==> src/rtl/cu_pkg.sv <==
// Shared types and constants for the multicycle control unit: FSM states,
// opcode and ALU encodings, and the decoded control bundle.
package cu_pkg;

   localparam int unsigned OP_BITS  = 5;
   localparam int unsigned ALU_BITS = 4;
   localparam int unsigned CNT_W    = 4;

   typedef enum logic [2:0] {
      S_FETCH,
      S_DECODE,
      S_EXEC,
      S_MEM,
      S_WB
   } state_e;

   typedef enum logic [2:0] {
      CLS_ALU,
      CLS_MULDIV,
      CLS_BRANCH,
      CLS_STORE,
      CLS_LOAD
   } op_class_e;

   localparam logic [OP_BITS-1:0] OP_ADD  = 5'b00001;
   localparam logic [OP_BITS-1:0] OP_AND  = 5'b00010;
   localparam logic [OP_BITS-1:0] OP_SUB  = 5'b00011;
   localparam logic [OP_BITS-1:0] OP_MUL  = 5'b00100;
   localparam logic [OP_BITS-1:0] OP_CNB  = 5'b00101;
   localparam logic [OP_BITS-1:0] OP_MOD  = 5'b00111;
   localparam logic [OP_BITS-1:0] OP_BEQ  = 5'b01000;
   localparam logic [OP_BITS-1:0] OP_BGT  = 5'b01001;
   localparam logic [OP_BITS-1:0] OP_ADDI = 5'b10000;
   localparam logic [OP_BITS-1:0] OP_SRL  = 5'b10001;
   localparam logic [OP_BITS-1:0] OP_SLL  = 5'b10010;
   localparam logic [OP_BITS-1:0] OP_SB   = 5'b10011;
   localparam logic [OP_BITS-1:0] OP_LB   = 5'b10100;
   localparam logic [OP_BITS-1:0] OP_LW   = 5'b10101;

   localparam logic [ALU_BITS-1:0] ALU_ADD = 4'b0000;
   localparam logic [ALU_BITS-1:0] ALU_SUB = 4'b0001;
   localparam logic [ALU_BITS-1:0] ALU_MUL = 4'b0010;
   localparam logic [ALU_BITS-1:0] ALU_MOD = 4'b0011;
   localparam logic [ALU_BITS-1:0] ALU_AND = 4'b0100;
   localparam logic [ALU_BITS-1:0] ALU_CNB = 4'b0101;
   localparam logic [ALU_BITS-1:0] ALU_SRL = 4'b1000;
   localparam logic [ALU_BITS-1:0] ALU_SLL = 4'b1001;

   typedef struct packed {
      logic                legal;
      logic [ALU_BITS-1:0] alu;
      logic                alu_src;
      op_class_e           cls;
   } ctrl_t;

   localparam ctrl_t C_ILLEGAL = '{legal: 1'b0, alu: '0, alu_src: 1'b0, cls: CLS_ALU};

   function automatic ctrl_t mk_ctrl(input logic [ALU_BITS-1:0] alu,
                                     input logic                alu_src,
                                     input op_class_e           cls);
      ctrl_t c;
      c.legal   = 1'b1;
      c.alu     = alu;
      c.alu_src = alu_src;
      c.cls     = cls;
      return c;
   endfunction

endpackage

==> src/rtl/op_decode.sv <==
// Combinational opcode decode: legality, ALU code, immediate select and
// instruction class. Illegal opcodes decode to an all-zero bundle.
module op_decode
   import cu_pkg::*;
#(
   parameter int unsigned OPCODE_W = 5
) (
   input  logic [OPCODE_W-1:0] opcode,
   output ctrl_t               ctrl
);

   logic [OP_BITS-1:0] w_op;
   logic               w_hi_zero;

   assign w_op      = opcode[OP_BITS-1:0];
   assign w_hi_zero = ((opcode >> OP_BITS) == '0);

   always_comb begin
      ctrl = C_ILLEGAL;
      case (w_op)
         OP_ADD:  ctrl = mk_ctrl(ALU_ADD, 1'b0, CLS_ALU);
         OP_AND:  ctrl = mk_ctrl(ALU_AND, 1'b0, CLS_ALU);
         OP_SUB:  ctrl = mk_ctrl(ALU_SUB, 1'b0, CLS_ALU);
         OP_MUL:  ctrl = mk_ctrl(ALU_MUL, 1'b0, CLS_MULDIV);
         OP_CNB:  ctrl = mk_ctrl(ALU_CNB, 1'b0, CLS_ALU);
         OP_MOD:  ctrl = mk_ctrl(ALU_MOD, 1'b0, CLS_MULDIV);
         OP_BEQ:  ctrl = mk_ctrl(ALU_ADD, 1'b0, CLS_BRANCH);
         OP_BGT:  ctrl = mk_ctrl(ALU_ADD, 1'b0, CLS_BRANCH);
         OP_ADDI: ctrl = mk_ctrl(ALU_ADD, 1'b1, CLS_ALU);
         OP_SRL:  ctrl = mk_ctrl(ALU_SRL, 1'b1, CLS_ALU);
         OP_SLL:  ctrl = mk_ctrl(ALU_SLL, 1'b1, CLS_ALU);
         OP_SB:   ctrl = mk_ctrl(ALU_ADD, 1'b1, CLS_STORE);
         OP_LB:   ctrl = mk_ctrl(ALU_ADD, 1'b1, CLS_LOAD);
         OP_LW:   ctrl = mk_ctrl(ALU_ADD, 1'b1, CLS_LOAD);
         default: ctrl = C_ILLEGAL;
      endcase
      // Opcodes wider than the decoded field are legal only with zero upper bits
      if (!w_hi_zero) begin
         ctrl = C_ILLEGAL;
      end
   end

endmodule

==> src/rtl/multicycle_control_unit.sv <==
// Multicycle CPU control FSM: FETCH/DECODE/EXEC/MEM/WB sequencing with a
// multi-cycle EXEC for MUL/MOD and a handshake-stalled MEM phase.
module multicycle_control_unit
   import cu_pkg::*;
#(
   parameter int unsigned OPCODE_W   = 5,
   parameter int unsigned ALUCTRL_W  = 4,
   parameter int unsigned MULDIV_LAT = 4
) (
   input  logic                 clk,
   input  logic                 rst_n,
   input  logic [OPCODE_W-1:0]  opcode,
   input  logic                 instr_valid,
   output logic                 instr_ready,
   input  logic                 mem_ready,
   output logic                 mem_req,
   output logic [ALUCTRL_W-1:0] ALUControl,
   output logic                 RegW,
   output logic                 ALUSrc,
   output logic                 BranchE,
   output logic                 MemW,
   output logic                 MemtoReg,
   output logic                 pc_en,
   output logic                 illegal,
   output logic                 busy
);

   state_e              r_state;
   state_e              w_state_nxt;
   logic [OPCODE_W-1:0] r_opcode;
   logic [OPCODE_W-1:0] w_opcode_nxt;
   logic [CNT_W-1:0]    r_cnt;
   logic [CNT_W-1:0]    w_cnt_nxt;
   ctrl_t               w_ctrl;

   op_decode #(
      .OPCODE_W (OPCODE_W)
   ) u_op_decode (
      .opcode (r_opcode),
      .ctrl   (w_ctrl)
   );

   always_ff @(posedge clk or negedge rst_n) begin
      if (!rst_n) begin
         r_state  <= S_FETCH;
         r_opcode <= '0;
         r_cnt    <= '0;
      end else begin
         r_state  <= w_state_nxt;
         r_opcode <= w_opcode_nxt;
         r_cnt    <= w_cnt_nxt;
      end
   end

   // Next-state, opcode latch and EXEC down-counter
   always_comb begin
      w_state_nxt  = r_state;
      w_opcode_nxt = r_opcode;
      w_cnt_nxt    = r_cnt;
      case (r_state)
         S_FETCH: begin
            if (instr_valid) begin
               w_opcode_nxt = opcode;
               w_state_nxt  = S_DECODE;
            end
         end
         S_DECODE: begin
            if (!w_ctrl.legal) begin
               w_state_nxt = S_FETCH;
            end else begin
               w_state_nxt = S_EXEC;
               w_cnt_nxt   = (w_ctrl.cls == CLS_MULDIV) ? CNT_W'(MULDIV_LAT - 1) : '0;
            end
         end
         S_EXEC: begin
            if (r_cnt != '0) begin
               w_cnt_nxt = r_cnt - CNT_W'(1);
            end else begin
               case (w_ctrl.cls)
                  CLS_BRANCH:          w_state_nxt = S_FETCH;
                  CLS_STORE, CLS_LOAD: w_state_nxt = S_MEM;
                  default:             w_state_nxt = S_WB;
               endcase
            end
         end
         S_MEM: begin
            if (mem_ready) begin
               w_state_nxt = (w_ctrl.cls == CLS_STORE) ? S_FETCH : S_WB;
            end
         end
         S_WB:    w_state_nxt = S_FETCH;
         default: w_state_nxt = S_FETCH;
      endcase
   end

   // Control outputs decoded from state and the latched opcode
   always_comb begin
      instr_ready = 1'b0;
      busy        = 1'b0;
      ALUControl  = '0;
      ALUSrc      = 1'b0;
      RegW        = 1'b0;
      MemW        = 1'b0;
      BranchE     = 1'b0;
      MemtoReg    = 1'b0;
      mem_req     = 1'b0;
      pc_en       = 1'b0;
      illegal     = 1'b0;
      if (r_state != S_FETCH) begin
         busy       = 1'b1;
         ALUControl = ALUCTRL_W'(w_ctrl.alu);
         ALUSrc     = w_ctrl.alu_src;
      end
      case (r_state)
         S_FETCH: instr_ready = 1'b1;
         S_DECODE: begin
            if (!w_ctrl.legal) begin
               illegal = 1'b1;
               pc_en   = 1'b1;
            end
         end
         S_EXEC: begin
            if (r_cnt == '0 && w_ctrl.cls == CLS_BRANCH) begin
               BranchE = 1'b1;
               pc_en   = 1'b1;
            end
         end
         S_MEM: begin
            mem_req = 1'b1;
            MemW    = (w_ctrl.cls == CLS_STORE);
            pc_en   = (w_ctrl.cls == CLS_STORE) && mem_ready;
         end
         S_WB: begin
            RegW     = 1'b1;
            pc_en    = 1'b1;
            MemtoReg = (w_ctrl.cls == CLS_LOAD);
         end
         default: ;
      endcase
   end

endmodule

==> config.mk <==
export PLATFORM = sky130hd
export DESIGN_NAME = multicycle_control_unit
export DESIGN_NICKNAME = d
export VERILOG_FILES = /design/src/rtl/cu_pkg.sv /design/src/rtl/op_decode.sv /design/src/rtl/multicycle_control_unit.sv
export SDC_FILE = /design/constraint.sdc
export NUM_CORES = 1
export LEC_CHECK = 0
export CAP_MARGIN = 20
export CORE_MARGIN = 1.5
export CORE_UTILIZATION = 25
export CTS_BUF_LIST = sky130_fd_sc_hd__clkbuf_8 sky130_fd_sc_hd__clkbuf_16
export CTS_CLUSTER_SIZE = 12
export DETAILED_ROUTE_END_ITERATION = 7
export PLACE_DENSITY = 0.46
export SYNTH_ARGS = -nofsm -noshare
export SYNTH_HDL_FRONTEND = slang
export SYNTH_SLANG_ARGS = --single-unit
==> constraint.sdc <==
create_clock -name clk -period 2.12 [get_ports clk]
set_input_delay 0.318 -clock clk [delete_from_list [all_inputs] [get_ports clk]]
set_output_delay 0.318 -clock clk [all_outputs]
set_load 0.02 [all_outputs]
# Word-level counts from Yosys, hierarchy flattened

Memory sizes are Yosys's and may differ from the RTL's.
Index checks and enable logic that the tools add are counted.

Add/sub/neg operators: 1
Eq/ne operators: 13
Mux-type cells: 24
Reduce and logical (&&, ||, !) cells: 11

Operators with widths:

| cell                  | number |
|---|---|
| $eq A3 B2 Y1 const B  | 4 |
| $mux W3               | 4 |
| $mux W4               | 3 |
| $pmux W3 S4           | 1 |
| $mux W1               | 11 |
| $ne A2 B2 Y1 const B  | 5 |
| $pmux W4 S2           | 1 |
| $eq A3 B1 Y1 const B  | 2 |
| $eq A3 B3 Y1 const B  | 2 |
| $pmux W3 S2           | 1 |
| $reduce_and A3 Y1     | 2 |
| $logic_not A4 Y1      | 1 |
| $mux W2               | 2 |
| $pmux W1 S4           | 1 |
| $reduce_bool A4 Y1    | 1 |
| $sub A4 B1 Y4 const B | 1 |
| $logic_not A3 Y1      | 1 |
| $reduce_bool A3 Y1    | 1 |
| $logic_and A1 B1 Y1   | 2 |
| $reduce_and A2 Y1     | 1 |
| $reduce_bool A2 Y1    | 1 |
| $reduce_or A2 Y1      | 1 |

Register bits after elaboration: 12
Memory bits (read-only): 288
Input bits: 9
Output and inout bits: 14
Logic and storage cells: 53
Memories: 1

Memories:

| memory          | depth | width | read ports | clocked after Yosys merged registers in | wr ports | RTL line        | source |
|---|---|---|---|---|---|---|---|
| (no name shown) | 32    | 9     | 1          | 0                                       | 0        | op_decode.sv:20 | `case (w_op)` |

# Logic depth before layout (Yosys ltp)

Gate-level depths: netlist (run 1).
An unclocked memory read counts as a cell.

Depth after elaboration: 6
Mapped depth: 7
Mapped depth without buffers: 7

# By module

From an unflattened synthesis (run 1), not the netlist that was laid out.

Cells, all modules: 110
Area total of the unflattened synthesis: 1053.5 um2

Modules (own cells, without submodules):

| module                  | times used | cells each | area an instance (um2) | sequential area each (um2) |
|---|---|---|---|---|
| multicycle_control_unit | 1          | 79         | 833.3                  | 300.3 |
| op_decode               | 1          | 31         | 220.2                  | 0.0 |

# Worst setup path before layout (run 1)

Ideal clock, no wire load.

Path type: flip-flop to output port
From: register r_opcode[0]
To: output pc_en
Data arrival time: 1773 ps
Required time: 1802 ps
Path slack: 29 ps
Cell stages (with the launch flop): 8
Path buffers: 0
Path through: dfrtp_1 -> inv_1 -> ha_1 -> nor3b_1 -> o21bai_1 -> and2_4 -> and3_1 -> or3b_1

Word-level cells in the longest chain between the ends: 5
Elaborated cells between the ends (all ways): 8
Those cells by class: eq/ne (2); mux (3); reduce/logical (2); memory (1)

RTL lines:

| item                   | RTL line                       | source |
|---|---|---|
| from (decl)            | multicycle_control_unit.sv:30  | `logic [OPCODE_W-1:0] r_opcode;` |
| from (signal assigned) | multicycle_control_unit.sv:50  | `r_opcode <= w_opcode_nxt;` |
| $mem_v2 Z32 W9 *       | --                             |  |
| $eq A3 B2 Y1           | multicycle_control_unit.sv:123 | `if (r_cnt == '0 && w_ctrl.cls == CLS_BRANCH) begin` |
| $logic_and A1 B1 Y1    | multicycle_control_unit.sv:123 |  |
| $mux W1                | multicycle_control_unit.sv:123 |  |
| $pmux W1 S4 *          | multicycle_control_unit.sv:114 | `case (r_state)` |
| to (decl)              | multicycle_control_unit.sv:23  | `output logic pc_en,` |

Every way passes the cells marked *; elsewhere a longest branch is shown, timed or not.

# Worst setup path after layout (run 1)

From: register r_opcode[1]
To: output pc_en

Same word-level chain as after synthesis.

==> reports/results.txt, run 1 <==
row count -> 22
TritonCTS clock tree -> built
CP Capture Type -> output pin
die width -> 64.6 µm
Pwr Density -> 1560 nW/µm²
flop2flop setup slack -> 0.07 ns
R2R depth -> 8
Initial Utilization -> 0.259
cell accounting for the most synthesized area -> dfrtp_1
io pins -> 23
WL per Instance -> 12.6 µm
clk_skew -> 0.00508 ns
outcome -> finished with violations
core box area -> 3660 µm²
routed wire length -> 2590 µm
worst-path fanout max -> 4
crit path cell chain -> buf_4, nor4b_4, a21oi_2, and2_4, and3_4, or3b_1, buf_6
DP Worst Slack -> -0.303 ns
Slew Viols, Final -> 0
maximum buffer depth of the clock tree -> 2
diode count -> 0
Post-layout nets -> 174
cts hold-fix bufs -> 0
Final Power -> 0.00234 W
LEAKAGE -> 0.728 nW
final instance area -> 1500 µm²
final std cells w/o fill -> 206
global route total overflow -> 0
failing checks -> negative setup slack
CP max-delay cell -> dfrtp_1
clk slew on worst S/H paths -> 0.06 ns
largest net degree at the start of global routing -> 13
GRT Total Usage -> 0.129
Synth async-reset ratio -> 1.00
die area -> 4170 µm²
final worst-path cycle share -> 1.05
slew margin rel. -> 0.612
netlist area before placement -> 947 µm²
layout cells sized above 1 -> 0.386
initial drt markers -> 25
post-synth top area share -> 0.317
WS Path Type -> reg2out
fmax -> 448 MHz
RR Startpoint -> r_opcode[1]
Layout area overhead -> 58.1%
Final WS setup -> -0.113 ns
H-tree depth -> 1
global-route wire length before repair -> 4240 µm
placed insts -> 199
Synth Flop Type -> dfrtp_1
RSZ-0062 raised after global routing -> true
Util after Layout -> 0.409
Synth area leaders -> dfrtp_1 32%, ha_1 7.9%, o21ai_1 3.2%, nor2_1 3.2%, nor3b_1 3.2%
placed cell area -> 1400 µm²
initial antenna violation count -> 0
GP Congestion -> 0.775
worst hold path type -> in2async
vias in the first global route -> 952
worst slew pin tran -> 0.581 ns
clock sinks -> 12
crit-path max cell delay -> 0.41 ns
IO Port Bufs -> 22
Worst-Skew Late Latency -> 0.24 ns
Worst Setup Start Kind -> register
Yosys Warn Count -> 0
commonest non-fill, non-tap cell in the layout -> buf_4
Detail Route Antenna Nets -> 0
CP top delay family -> simple AND/OR/NAND/NOR gates
Mapped Nets -> 122
max_cap viols -> 0
Final Hold Fails -> 0
Period minus WS final -> 2.23 ns
critical path required time -> 1.80 ns
Post-Syn Instances -> 107
most frequent cells in the layout -> 32 x buf_4, 10 x clkdlybuf4s50_1, 10 x dfrtp_1
Root Buffer -> clkbuf_8
Synth Register Bits -> 12
worst r2r dst -> r_cnt[0]
Die Y -> 64.6 µm
Vias/cell -> 4.68
Seq/Total Area, Yosys -> 0.317
Final Setup Violations -> 1
WP buf/inv -> 2
vias after detailed routing -> 964
CP Data Arrival Time -> 1.91 ns
final HPWL from detailed placement -> 2060 µm
maximum vdd ir drop -> 0.655 mV
number of synthesized flops with an enable pin -> 0
DR DRC count -> 0
Mapped Avg Cell Area -> 8.85 µm²
Synth cell types -> 43
drt pass-1 iters -> 4
total CTS buffers -> 3
-- cells by family after synthesis --
kind of cell	count (synthesis)	share of synthesized area
xor gates and xnor gates	2	0.0185
and+or+nand+nor	46	0.312
adders and majority gates	6	0.0793
buffers and inverters	13	0.0713
DFF	12	0.317
muxes	4	0.0449
AOI/OAI and AO/OA	24	0.157
-- where the power goes --
part	internal [W]	total [W]	switching (W)
logic	0.000877	0.00162	0.000742
registers	0.000337	0.000469	0.000131
clock network	0.000164	0.000251	0.0000868
total	0.00138	0.00234	0.000961
-- state kept, by name, indices dropped and copies added (netlist names) --
name / flops
r_opcode: 5
r_cnt: 4
r_state: 3
-- cell usage after synthesis (2+ instances only) --
cell type / count
a21oi_1: 5
a2bb2oi_1: 2
a31oi_1: 2
and2_1: 2
and3_1: 2
buf_2: 3
buf_4: 2
dfrtp_1: 12
ha_1: 6
inv_1: 7
mux2_1: 2
mux2i_1: 2
nand2_1: 7
nand2b_1: 3
nor2_1: 8
nor2b_1: 2
nor3_1: 2
nor3b_1: 4
nor4_1: 2
o21ai_0: 2
o21ai_1: 6
or3b_1: 2
xor2_1: 2
-- worst reg2reg max path: stages (launching register included) --
cell and delay [ns]:
dfrtp_1 0.41, buf_4 0.16, ha_1 0.19, buf_4 0.14, and3b_1 0.18, a31oi_2 0.18, o21ai_2 0.08, or4_4 0.51
a2bb2oi_2 0.13
-- how the worst max path moves through the flow --
stage / startpoint / endpoint / slack [ns] / cells past startpoint
2_1_floorplan: r_opcode[0] / pc_en / 0.03 / 7
5_1_grt: r_opcode[1] / pc_en / -0.21 / 7
6_report: r_opcode[1] / pc_en / -0.11 / 7
3_3_place_gp: r_opcode[1] / pc_en / -0.28 / 7
4_1_cts: r_opcode[1] / pc_en / -0.28 / 7
3_5_place_dp: r_opcode[1] / pc_en / -0.30 / 7
-- through the flow --
step | hold slack (ns) | TNS [ns]
6_report | 0.445 | -0.113
3_3_place_gp | 0.536 | -0.416
2_1_floorplan | 0.0224 | 0
4_1_cts | 0.486 | -0.320
3_5_place_dp | 0.575 | -0.508
5_1_grt | 0.486 | -0.220
-- per-layer routing --
layer	global-route usage	vias up	share of wire
met1	0.163	450	0.48
met5	0	-	0
met3	0.0330	2	0.042
met4	0.0293	0	0.0081
met2	0.221	29	0.47
li1	-	483	-
-- layout make-up --
cell class | instances | area [µm²]
fill | 393 | 2160
multi-input combinational | 82 | 629
timing repair buffer | 53 | 424
sequential | 12 | 303
tap | 48 | 60.1
clock buffer | 4 | 55.1
inverter | 7 | 26.3
-- timing repair --
action | CTS | global route
resized for setup | 21 | 30
pin swaps | 0 | 4
setup endpoints to repair | 10 | 13
setup buffers | 1 | 2
No activity file was read; power rests on OpenSTA's default activity.
==> run 2, diff against run 1 <==
--- a/config.mk
+++ b/config.mk
@@ -5,7 +5,7 @@
 export SDC_FILE = /design/constraint.sdc
 export NUM_CORES = 1
 export LEC_CHECK = 0
-export CAP_MARGIN = 20
+export CAP_MARGIN = 15
 export CORE_MARGIN = 1.5
 export CORE_UTILIZATION = 25
 export CTS_BUF_LIST = sky130_fd_sc_hd__clkbuf_8 sky130_fd_sc_hd__clkbuf_16
==> results of run 2 <==
Final layout, timing and power as in run 1 (identical DEF).
